[src/rtl/inst_encoder_if.sv]
// -----------------------------------------------------------------------------
// inst_encoder_if
// Purpose : Bundles the field-input handshake, the instruction-memory write
//           port and the status outputs of inst_encoder. Clock and reset are
//           not part of the bundle.
// Signals :
//   i_clear            sync flush / restart at BASE_ADDR
//   i_valid/o_ready    field input handshake
//   i_format (6)       one-hot R/I/S/B/U/J
//   i_kind (2)         I-type variant / U-type LUI vs AUIPC
//   i_rd/i_rs1/i_rs2   register numbers
//   i_funct3, i_b30    funct3 and inst[30]
//   i_imm (32)         sign-extended byte immediate
//   o_mem_wen/o_mem_addr/o_mem_wdata/i_mem_ready   imem write port
//   o_count            words written since reset/clear
//   o_err              sticky illegal-input flag
// Modports: slave = the encoder, master = the producer / memory side.
// -----------------------------------------------------------------------------
interface inst_encoder_if #(
  parameter int ADDR_W = 32
);
  logic              i_clear;
  logic              i_valid;
  logic              o_ready;
  logic [5:0]        i_format;
  logic [1:0]        i_kind;
  logic [4:0]        i_rd;
  logic [4:0]        i_rs1;
  logic [4:0]        i_rs2;
  logic [2:0]        i_funct3;
  logic              i_b30;
  logic [31:0]       i_imm;
  logic              o_mem_wen;
  logic [ADDR_W-1:0] o_mem_addr;
  logic [31:0]       o_mem_wdata;
  logic              i_mem_ready;
  logic [ADDR_W-1:0] o_count;
  logic              o_err;

  modport slave (
    input  i_clear, i_valid, i_format, i_kind, i_rd, i_rs1, i_rs2,
           i_funct3, i_b30, i_imm, i_mem_ready,
    output o_ready, o_mem_wen, o_mem_addr, o_mem_wdata, o_count, o_err
  );

  modport master (
    output i_clear, i_valid, i_format, i_kind, i_rd, i_rs1, i_rs2,
           i_funct3, i_b30, i_imm, i_mem_ready,
    input  o_ready, o_mem_wen, o_mem_addr, o_mem_wdata, o_count, o_err
  );
endinterface

[src/rtl/inst_encoder.sv]
// -----------------------------------------------------------------------------
// inst_encoder
// Purpose : Packs decoded RV32I instruction fields into 32-bit words, queues
//           them in a small FIFO and writes them to consecutive instruction
//           memory addresses starting at BASE_ADDR.
// Ports   :
//   i_clk   clock, rising edge
//   i_rst   asynchronous active-high reset
//   bus     inst_encoder_if.slave (field handshake, imem write port, status)
// Parameters: DEPTH (FIFO depth, power of 2, >=2), ADDR_W, BASE_ADDR.
// Build option: define ENC_CHECK_EN to reject illegal field combinations and
//   raise the sticky o_err flag; without it fields are truncated and o_err=0.
// -----------------------------------------------------------------------------
module inst_encoder #(
  parameter int                DEPTH     = 4,
  parameter int                ADDR_W    = 32,
  parameter logic [ADDR_W-1:0] BASE_ADDR = '0
) (
  input logic           i_clk,
  input logic           i_rst,
  inst_encoder_if.slave bus
);

  localparam int PTR_W = $clog2(DEPTH);

  localparam logic [6:0] OP_R     = 7'b0110011;
  localparam logic [6:0] OP_IMM   = 7'b0010011;
  localparam logic [6:0] OP_LOAD  = 7'b0000011;
  localparam logic [6:0] OP_JALR  = 7'b1100111;
  localparam logic [6:0] OP_STORE = 7'b0100011;
  localparam logic [6:0] OP_BR    = 7'b1100011;
  localparam logic [6:0] OP_LUI   = 7'b0110111;
  localparam logic [6:0] OP_AUIPC = 7'b0010111;
  localparam logic [6:0] OP_JAL   = 7'b1101111;

  typedef enum logic {IDLE, WRITE} state_t;

  // ---------------------------------------------------------------------------
  // Field encoder
  // ---------------------------------------------------------------------------
  logic [31:0] imm;
  logic [31:0] enc_word;
  logic [6:0]  i_op;

  assign imm = bus.i_imm;

  always_comb begin
    case (bus.i_kind)
      2'b01:   i_op = OP_LOAD;
      2'b10:   i_op = OP_JALR;
      default: i_op = OP_IMM;
    endcase
  end

  // Formats are tested in priority order so a non-one-hot format still gives a
  // defined word; an all-zero format yields an all-zero word (opcode 0000000).
  always_comb begin
    enc_word = 32'h0;
    if (bus.i_format[0]) begin
      enc_word = {1'b0, bus.i_b30, 5'b0, bus.i_rs2, bus.i_rs1, bus.i_funct3,
                  bus.i_rd, OP_R};
    end else if (bus.i_format[1]) begin
      enc_word = {imm[11:0], bus.i_rs1, bus.i_funct3, bus.i_rd, i_op};
      // Shift-immediates carry shamt in [24:20] and the arith select in [30].
      if (i_op == OP_IMM && (bus.i_funct3 == 3'b001 || bus.i_funct3 == 3'b101)) begin
        enc_word[31:25] = {1'b0, bus.i_b30, 5'b0};
      end
    end else if (bus.i_format[2]) begin
      enc_word = {imm[11:5], bus.i_rs2, bus.i_rs1, bus.i_funct3, imm[4:0], OP_STORE};
    end else if (bus.i_format[3]) begin
      enc_word = {imm[12], imm[10:5], bus.i_rs2, bus.i_rs1, bus.i_funct3,
                  imm[4:1], imm[11], OP_BR};
    end else if (bus.i_format[4]) begin
      enc_word = {imm[31:12], bus.i_rd, (bus.i_kind[0] ? OP_AUIPC : OP_LUI)};
    end else if (bus.i_format[5]) begin
      enc_word = {imm[20], imm[10:1], imm[11], imm[19:12], bus.i_rd, OP_JAL};
    end
  end

  // ---------------------------------------------------------------------------
  // FIFO bookkeeping
  // ---------------------------------------------------------------------------
  logic [31:0]      mem_q [DEPTH];
  logic [PTR_W:0]   wr_ptr_q, wr_ptr_d;
  logic [PTR_W:0]   rd_ptr_q, rd_ptr_d;
  logic [PTR_W:0]   occ;
  logic [PTR_W-1:0] rd_idx, rd_next_idx;
  logic             full, empty;
  logic             accept, push, pop, illegal;

  state_t            state_q, state_d;
  logic [ADDR_W-1:0] addr_q, addr_d;
  logic [ADDR_W-1:0] count_q, count_d;
  logic [31:0]       wdata_q, wdata_d;

  assign occ         = wr_ptr_q - rd_ptr_q;
  assign empty       = (wr_ptr_q == rd_ptr_q);
  assign full        = (wr_ptr_q[PTR_W] != rd_ptr_q[PTR_W]) &&
                       (wr_ptr_q[PTR_W-1:0] == rd_ptr_q[PTR_W-1:0]);
  assign rd_idx      = rd_ptr_q[PTR_W-1:0];
  assign rd_next_idx = rd_idx + PTR_W'(1);

  // Illegal inputs are still consumed from the handshake, just never queued.
  assign accept = bus.i_valid && !full;
  assign push   = accept && !illegal && !bus.i_clear;
  assign pop    = (state_q == WRITE) && bus.i_mem_ready && !bus.i_clear;

  assign wr_ptr_d = bus.i_clear ? '0 : wr_ptr_q + {{PTR_W{1'b0}}, push};
  assign rd_ptr_d = bus.i_clear ? '0 : rd_ptr_q + {{PTR_W{1'b0}}, pop};

  always_ff @(posedge i_clk) begin
    if (push) begin
      mem_q[wr_ptr_q[PTR_W-1:0]] <= enc_word;
    end
  end

  // ---------------------------------------------------------------------------
  // Input legality checks
  // ---------------------------------------------------------------------------
`ifdef ENC_CHECK_EN
  logic i_fits, b_fits, j_fits;
  logic err_q, err_d;

  // A value fits N signed bits when everything above bit N-2 is pure sign.
  assign i_fits = (&imm[31:11]) || !(|imm[31:11]);
  assign b_fits = (&imm[31:12]) || !(|imm[31:12]);
  assign j_fits = (&imm[31:20]) || !(|imm[31:20]);

  assign illegal = !$onehot(bus.i_format)
                 || (bus.i_format[1] && bus.i_kind == 2'b11)
                 || ((bus.i_format[3] || bus.i_format[5]) && imm[0])
                 || ((bus.i_format[1] || bus.i_format[2]) && !i_fits)
                 || (bus.i_format[3] && !b_fits)
                 || (bus.i_format[5] && !j_fits);

  assign err_d = bus.i_clear ? 1'b0 : (err_q || (accept && illegal));

  always_ff @(posedge i_clk or posedge i_rst) begin
    if (i_rst) begin
      err_q <= 1'b0;
    end else begin
      err_q <= err_d;
    end
  end

  assign bus.o_err = err_q;
`else
  assign illegal   = 1'b0;
  assign bus.o_err = 1'b0;
`endif

  // ---------------------------------------------------------------------------
  // Write-port FSM
  // ---------------------------------------------------------------------------
  always_comb begin
    state_d = state_q;
    addr_d  = addr_q;
    count_d = count_q;
    wdata_d = wdata_q;
    if (bus.i_clear) begin
      state_d = IDLE;
      addr_d  = BASE_ADDR;
      count_d = '0;
      wdata_d = 32'h0;
    end else begin
      case (state_q)
        IDLE: begin
          if (!empty) begin
            state_d = WRITE;
            wdata_d = mem_q[rd_idx];
          end
        end
        WRITE: begin
          if (pop) begin
            addr_d  = addr_q + ADDR_W'(4);
            count_d = count_q + ADDR_W'(1);
            if (occ != (PTR_W+1)'(1)) begin
              wdata_d = mem_q[rd_next_idx];
            end else if (push) begin
              // Last queued word leaves while a new one arrives: forward it,
              // since it is only landing in the array at this same edge.
              wdata_d = enc_word;
            end else begin
              state_d = IDLE;
            end
          end
        end
        default: state_d = IDLE;
      endcase
    end
  end

  always_ff @(posedge i_clk or posedge i_rst) begin
    if (i_rst) begin
      state_q  <= IDLE;
      wr_ptr_q <= '0;
      rd_ptr_q <= '0;
      addr_q   <= BASE_ADDR;
      count_q  <= '0;
      wdata_q  <= 32'h0;
    end else begin
      state_q  <= state_d;
      wr_ptr_q <= wr_ptr_d;
      rd_ptr_q <= rd_ptr_d;
      addr_q   <= addr_d;
      count_q  <= count_d;
      wdata_q  <= wdata_d;
    end
  end

  assign bus.o_ready     = !full;
  assign bus.o_mem_wen   = (state_q == WRITE);
  assign bus.o_mem_addr  = addr_q;
  assign bus.o_mem_wdata = wdata_q;
  assign bus.o_count     = count_q;

endmodule

[src/flat_wrapper.sv]
// flat-port wrapper written by rule: the top's interface ports become plain ports
module inst_encoder_flat 
#(
  parameter int                DEPTH     = 4,
  parameter int                ADDR_W    = 32,
  parameter logic [ADDR_W-1:0] BASE_ADDR = '0
)
  (i_clk, i_rst, bus_i_clear, bus_i_valid, bus_i_format, bus_i_kind, bus_i_rd, bus_i_rs1, bus_i_rs2, bus_i_funct3, bus_i_b30, bus_i_imm, bus_i_mem_ready, bus_o_ready, bus_o_mem_wen, bus_o_mem_addr, bus_o_mem_wdata, bus_o_count, bus_o_err);
  inst_encoder_if #(.ADDR_W(ADDR_W)) bus_i ();
  input logic i_clk;
  input logic i_rst;
  input wire logic [$bits(bus_i.i_clear)-1:0] bus_i_clear;
  input wire logic [$bits(bus_i.i_valid)-1:0] bus_i_valid;
  input wire logic [$bits(bus_i.i_format)-1:0] bus_i_format;
  input wire logic [$bits(bus_i.i_kind)-1:0] bus_i_kind;
  input wire logic [$bits(bus_i.i_rd)-1:0] bus_i_rd;
  input wire logic [$bits(bus_i.i_rs1)-1:0] bus_i_rs1;
  input wire logic [$bits(bus_i.i_rs2)-1:0] bus_i_rs2;
  input wire logic [$bits(bus_i.i_funct3)-1:0] bus_i_funct3;
  input wire logic [$bits(bus_i.i_b30)-1:0] bus_i_b30;
  input wire logic [$bits(bus_i.i_imm)-1:0] bus_i_imm;
  input wire logic [$bits(bus_i.i_mem_ready)-1:0] bus_i_mem_ready;
  output wire logic [$bits(bus_i.o_ready)-1:0] bus_o_ready;
  output wire logic [$bits(bus_i.o_mem_wen)-1:0] bus_o_mem_wen;
  output wire logic [$bits(bus_i.o_mem_addr)-1:0] bus_o_mem_addr;
  output wire logic [$bits(bus_i.o_mem_wdata)-1:0] bus_o_mem_wdata;
  output wire logic [$bits(bus_i.o_count)-1:0] bus_o_count;
  output wire logic [$bits(bus_i.o_err)-1:0] bus_o_err;
  assign bus_i.i_clear = bus_i_clear;
  assign bus_i.i_valid = bus_i_valid;
  assign bus_i.i_format = bus_i_format;
  assign bus_i.i_kind = bus_i_kind;
  assign bus_i.i_rd = bus_i_rd;
  assign bus_i.i_rs1 = bus_i_rs1;
  assign bus_i.i_rs2 = bus_i_rs2;
  assign bus_i.i_funct3 = bus_i_funct3;
  assign bus_i.i_b30 = bus_i_b30;
  assign bus_i.i_imm = bus_i_imm;
  assign bus_i.i_mem_ready = bus_i_mem_ready;
  assign bus_o_ready = bus_i.o_ready;
  assign bus_o_mem_wen = bus_i.o_mem_wen;
  assign bus_o_mem_addr = bus_i.o_mem_addr;
  assign bus_o_mem_wdata = bus_i.o_mem_wdata;
  assign bus_o_count = bus_i.o_count;
  assign bus_o_err = bus_i.o_err;
  inst_encoder #(.DEPTH(DEPTH), .ADDR_W(ADDR_W), .BASE_ADDR(BASE_ADDR)) u_core (.i_clk(i_clk), .i_rst(i_rst), .bus(bus_i));
endmodule
[config.mk]
export PLATFORM = sky130hd
export DESIGN_NAME = inst_encoder_flat
export DESIGN_NICKNAME = d
export VERILOG_FILES = /design/src/rtl/inst_encoder_if.sv /design/src/rtl/inst_encoder.sv /design/src/flat_wrapper.sv
export SDC_FILE = /design/constraint.sdc
export NUM_CORES = 1
export LEC_CHECK = 0
export ABC_AREA = 1
export CAP_MARGIN = 0
export CORE_ASPECT_RATIO = 0.5
export CORE_MARGIN = 3
export CORE_UTILIZATION = 40
export CTS_CLUSTER_SIZE = 14
export DETAILED_ROUTE_END_ITERATION = 12
export SETUP_SLACK_MARGIN = 0.5
export SYNTH_ARGS = -nofsm -noshare
export SYNTH_HDL_FRONTEND = slang
export SYNTH_SLANG_ARGS = --single-unit
[constraint.sdc]
create_clock -name i_clk -period 5 [get_ports i_clk]
set_clock_uncertainty 0.05 [all_clocks]
set_input_delay 0.75 -clock i_clk [delete_from_list [all_inputs] [get_ports i_clk]]
set_output_delay 0.75 -clock i_clk [all_outputs]
set_load 0.02 [all_outputs]
==> metrics <==
run status finished, final reports clean; synth warn 0; Post-DP HPWL ~26 mm; Buffers on Ports 159; # setup viols final 0; Overall Power 0.00471 W; RSZ-0062 raised after global routing false; Worst Hold Class register to register; Yosys reg bits 224; Lkg Pwr about 7.0 nW; Crit Path Max Fanout 37; Arr. time, crit path 3.00 ns; Chip Height approximately 130 µm; n_diodes 0; Remaining DRCs 0; antenna-violating nets left 0; WL/cell between 15 and 20 µm; reg2reg end u_core.mem_q[3][5]$_DFFE_PP_; Startpoint Class register; row cnt 46; Synth-to-Final Area Change 19.9%; slew at the pin with the worst max-slew slack 1.04 ns; R2R Setup Slk between 1.5 and 2 ns; synth cell count leaders 667 x nand2_1, 214 x inv_1, 182 x nor2_1; hold depth 2; Initial Util roughly two fifths; fill count 3188; die area 35400 µm²; CTS tree done; hold_buf cts 0; final hold vios 0; Worst setup EP type output pin; GRT Util Overall 21.8%; R2R cell count 8; Final Slew Violations 0; detailed-router iteration count before antenna repair 5; fmax 263 MHz; Core Box Area 32100 µm²; Post-synth EDFFs ~120; CTS buffer count 24; post-synthesis sequential area ratio 47.1%; setup TNS 0 ns; most numerous cell in the Yosys netlist nand2_1; total number of vias 12.1k; # IOs ~160; first-pass GRT wire length 61.8 mm; Final GP Congestion 0.839; Max-slew headroom 30.7%; Min-Delay Startpoint u_core.bus.o_mem_wdata[25]$_DFFE_PP0P_; Primary FF master, synth edfxtp_1; Multi-input gate area approximately 5700 µm²; Num Clock Sinks 224; mapped cell area 13200 µm²; Die Wd 263 µm; GR Overflow Total 0; Root Driver clkbuf_16; vias in the first global route 11.3k; period utilization 76.0%; synth top area cells edfxtp_1 28%, nand2_1 19%, dfrtp_1 19%, inv_1 6.1%, nor2_1 5.2%; initial antenna violation count 0; fin crit period 3.80 ns; worst vdd ir 0.219 mV; maximum root-to-sink buffer count 3; Power per Cell Area 297 nW/µm²; max-cap check violation count 0; Final #Nets 2011; Cell variety after synth 41; Critical R2R Launch u_core.rd_ptr_q[1]$_DFF_PP0_; Reg clk slew, reported paths around 0.06 ns; async set-reset flop share out of synthesis 44.6%; syn_area_per_cell 7.28 µm²; Detailed Route WL 39.1 mm; Skew-Pair Late Insertion Delay 0.54 ns; Setup Buffers After CTS 0; Post-Synthesis Cells 1813; share of post-route cells with drive strength above 1 5.12%; Crit Path Category register to output pin; Seq. cell area a little over 6000 µm²; top cell type by total area after synthesis edfxtp_1; Worst EP required 4.20 ns; Vias/cell 5.06; largest net degree at the start of global routing 80; Resized Gates After CTS 0; 1st-iter DRT viols roughly 850; Synth top area share ~28%; H-tree Lvls 1; hold endpoint u_core.bus.o_mem_wdata[25]$_DFFE_PP0P_
## stage by stage
step / hold slack (ns) / cells / utilization (%) / area (µm²) / setup slack, ns
2_1_floorplan: 0.507 / 1815 / - / 13200 / 0.874
3_3_place_gp: 0.422 / 2343 / 46.8 / 15000 / 1.17
3_5_place_dp: 0.416 / 2343 / 46.8 / 15000 / 1.11
4_1_cts: 0.433 / 2387 / 49.3 / 15800 / 1.19
5_1_grt: 0.458 / 2387 / 49.3 / 15800 / 1.07
6_report: 0.431 / 2387 / 49.3 / 15800 / 1.20
## sequential cells by signal (all words and copies together), names as in the netlist
signal and flops:
u_core.rd_ptr_q 3, u_core.bus.o_mem_addr 30, u_core.mem_q 124, u_core.bus.o_count 32, u_core.wr_ptr_q 3, u_core.bus.o_mem_wen 1
u_core.bus.o_mem_wdata 31
## final cells by class
| class | count | area share [%] |
|---|---|---|
| sequential | 224 | 39.3 |
| clock buffer | 31 | 4.28 |
| timing repair buffer | 172 | 10.6 |
| multi-input combinational | 1288 | 36.1 |
| clock inverter | 13 | 0.798 |
| tap | 432 | 3.41 |
| inverter | 227 | 5.40 |
## per-layer routing
metal | part of all wire (%) | global-route usage [%] | routed length [µm] | up-vias
met3 | 5.2 | 3.11 | 2050 | 47
met5 | 0 | 0 | 0 | -
met2 | 48 | 37.5 | 18700 | 333
met4 | 1.7 | 4.61 | 677 | 0
met1 | 45 | 29.6 | 17700 | 5666
li1 | - | - | - | 6041
## cells in the final DEF, fill, tap and decap left out, types with 8 or more instances in the layout
cell / instances
ha_1: 9
nand3_1: 94
buf_4: 13
o21ai_1: 13
dfrtp_1: 97
o21ai_0: 83
o211ai_1: 23
inv_2: 11
nor2_1: 182
inv_1: 213
clkinv_2: 8
nor3_1: 32
nand2_2: 8
clkdlybuf4s50_1: 158
nand4_1: 26
clkbuf_16: 25
a21oi_1: 102
nand2_1: 667
edfxtp_1: 124
a31oi_1: 9
## logic make-up after synthesis
logic type / after synthesis / share of synthesized area (%)
flops: 224 / 47.1
simple gates: 1035 / 32.2
compound gates: 238 / 9.75
buf+inv: 303 / 9.73
xor+xnor: 2 / 0.133
fa+ha+maj: 10 / 1.00
other cells: 1 / 0.0284
## how the worst max path moves through the flow
| stage | to | slack (ns) | depth (start not counted) | from |
|---|---|---|---|---|
| detailed placement | u_core.bus.o_mem_wdata[15]$_DFFE_PP0P_ | 1.11 | 7 | bus_i_mem_ready |
| finish | bus_o_ready | 1.20 | 6 | u_core.rd_ptr_q[1]$_DFF_PP0_ |
| floorplan | u_core.mem_q[1][10]$_DFFE_PP_ | 0.87 | 9 | u_core.rd_ptr_q[1]$_DFF_PP0_ |
| global placement | u_core.bus.o_mem_wdata[15]$_DFFE_PP0P_ | 1.17 | 7 | bus_i_mem_ready |
| global route | bus_o_ready | 1.07 | 6 | u_core.rd_ptr_q[1]$_DFF_PP0_ |
| CTS | bus_o_ready | 1.19 | 6 | u_core.rd_ptr_q[1]$_DFF_PP0_ |
## critical path, stage by stage (launching register included)
cell             delay, ns
dfrtp_2               0.75
inv_2                 0.47
ha_1                  0.41
nand2_1               0.05
inv_1                 0.06
nand3_2               0.07
clkdlybuf4s50_1       0.65
## report_power, final
group,internal (W),total (W),switching (W),leakage [nW]
Combinational,0.000274,0.000785,0.000511,4.09
Clock,0.00107,0.00183,0.000769,0.406
Sequential,0.00204,0.00209,0.0000461,2.50
Total,0.00338,0.00471,0.00133,7.00
(Power assumes the default switching activity.)
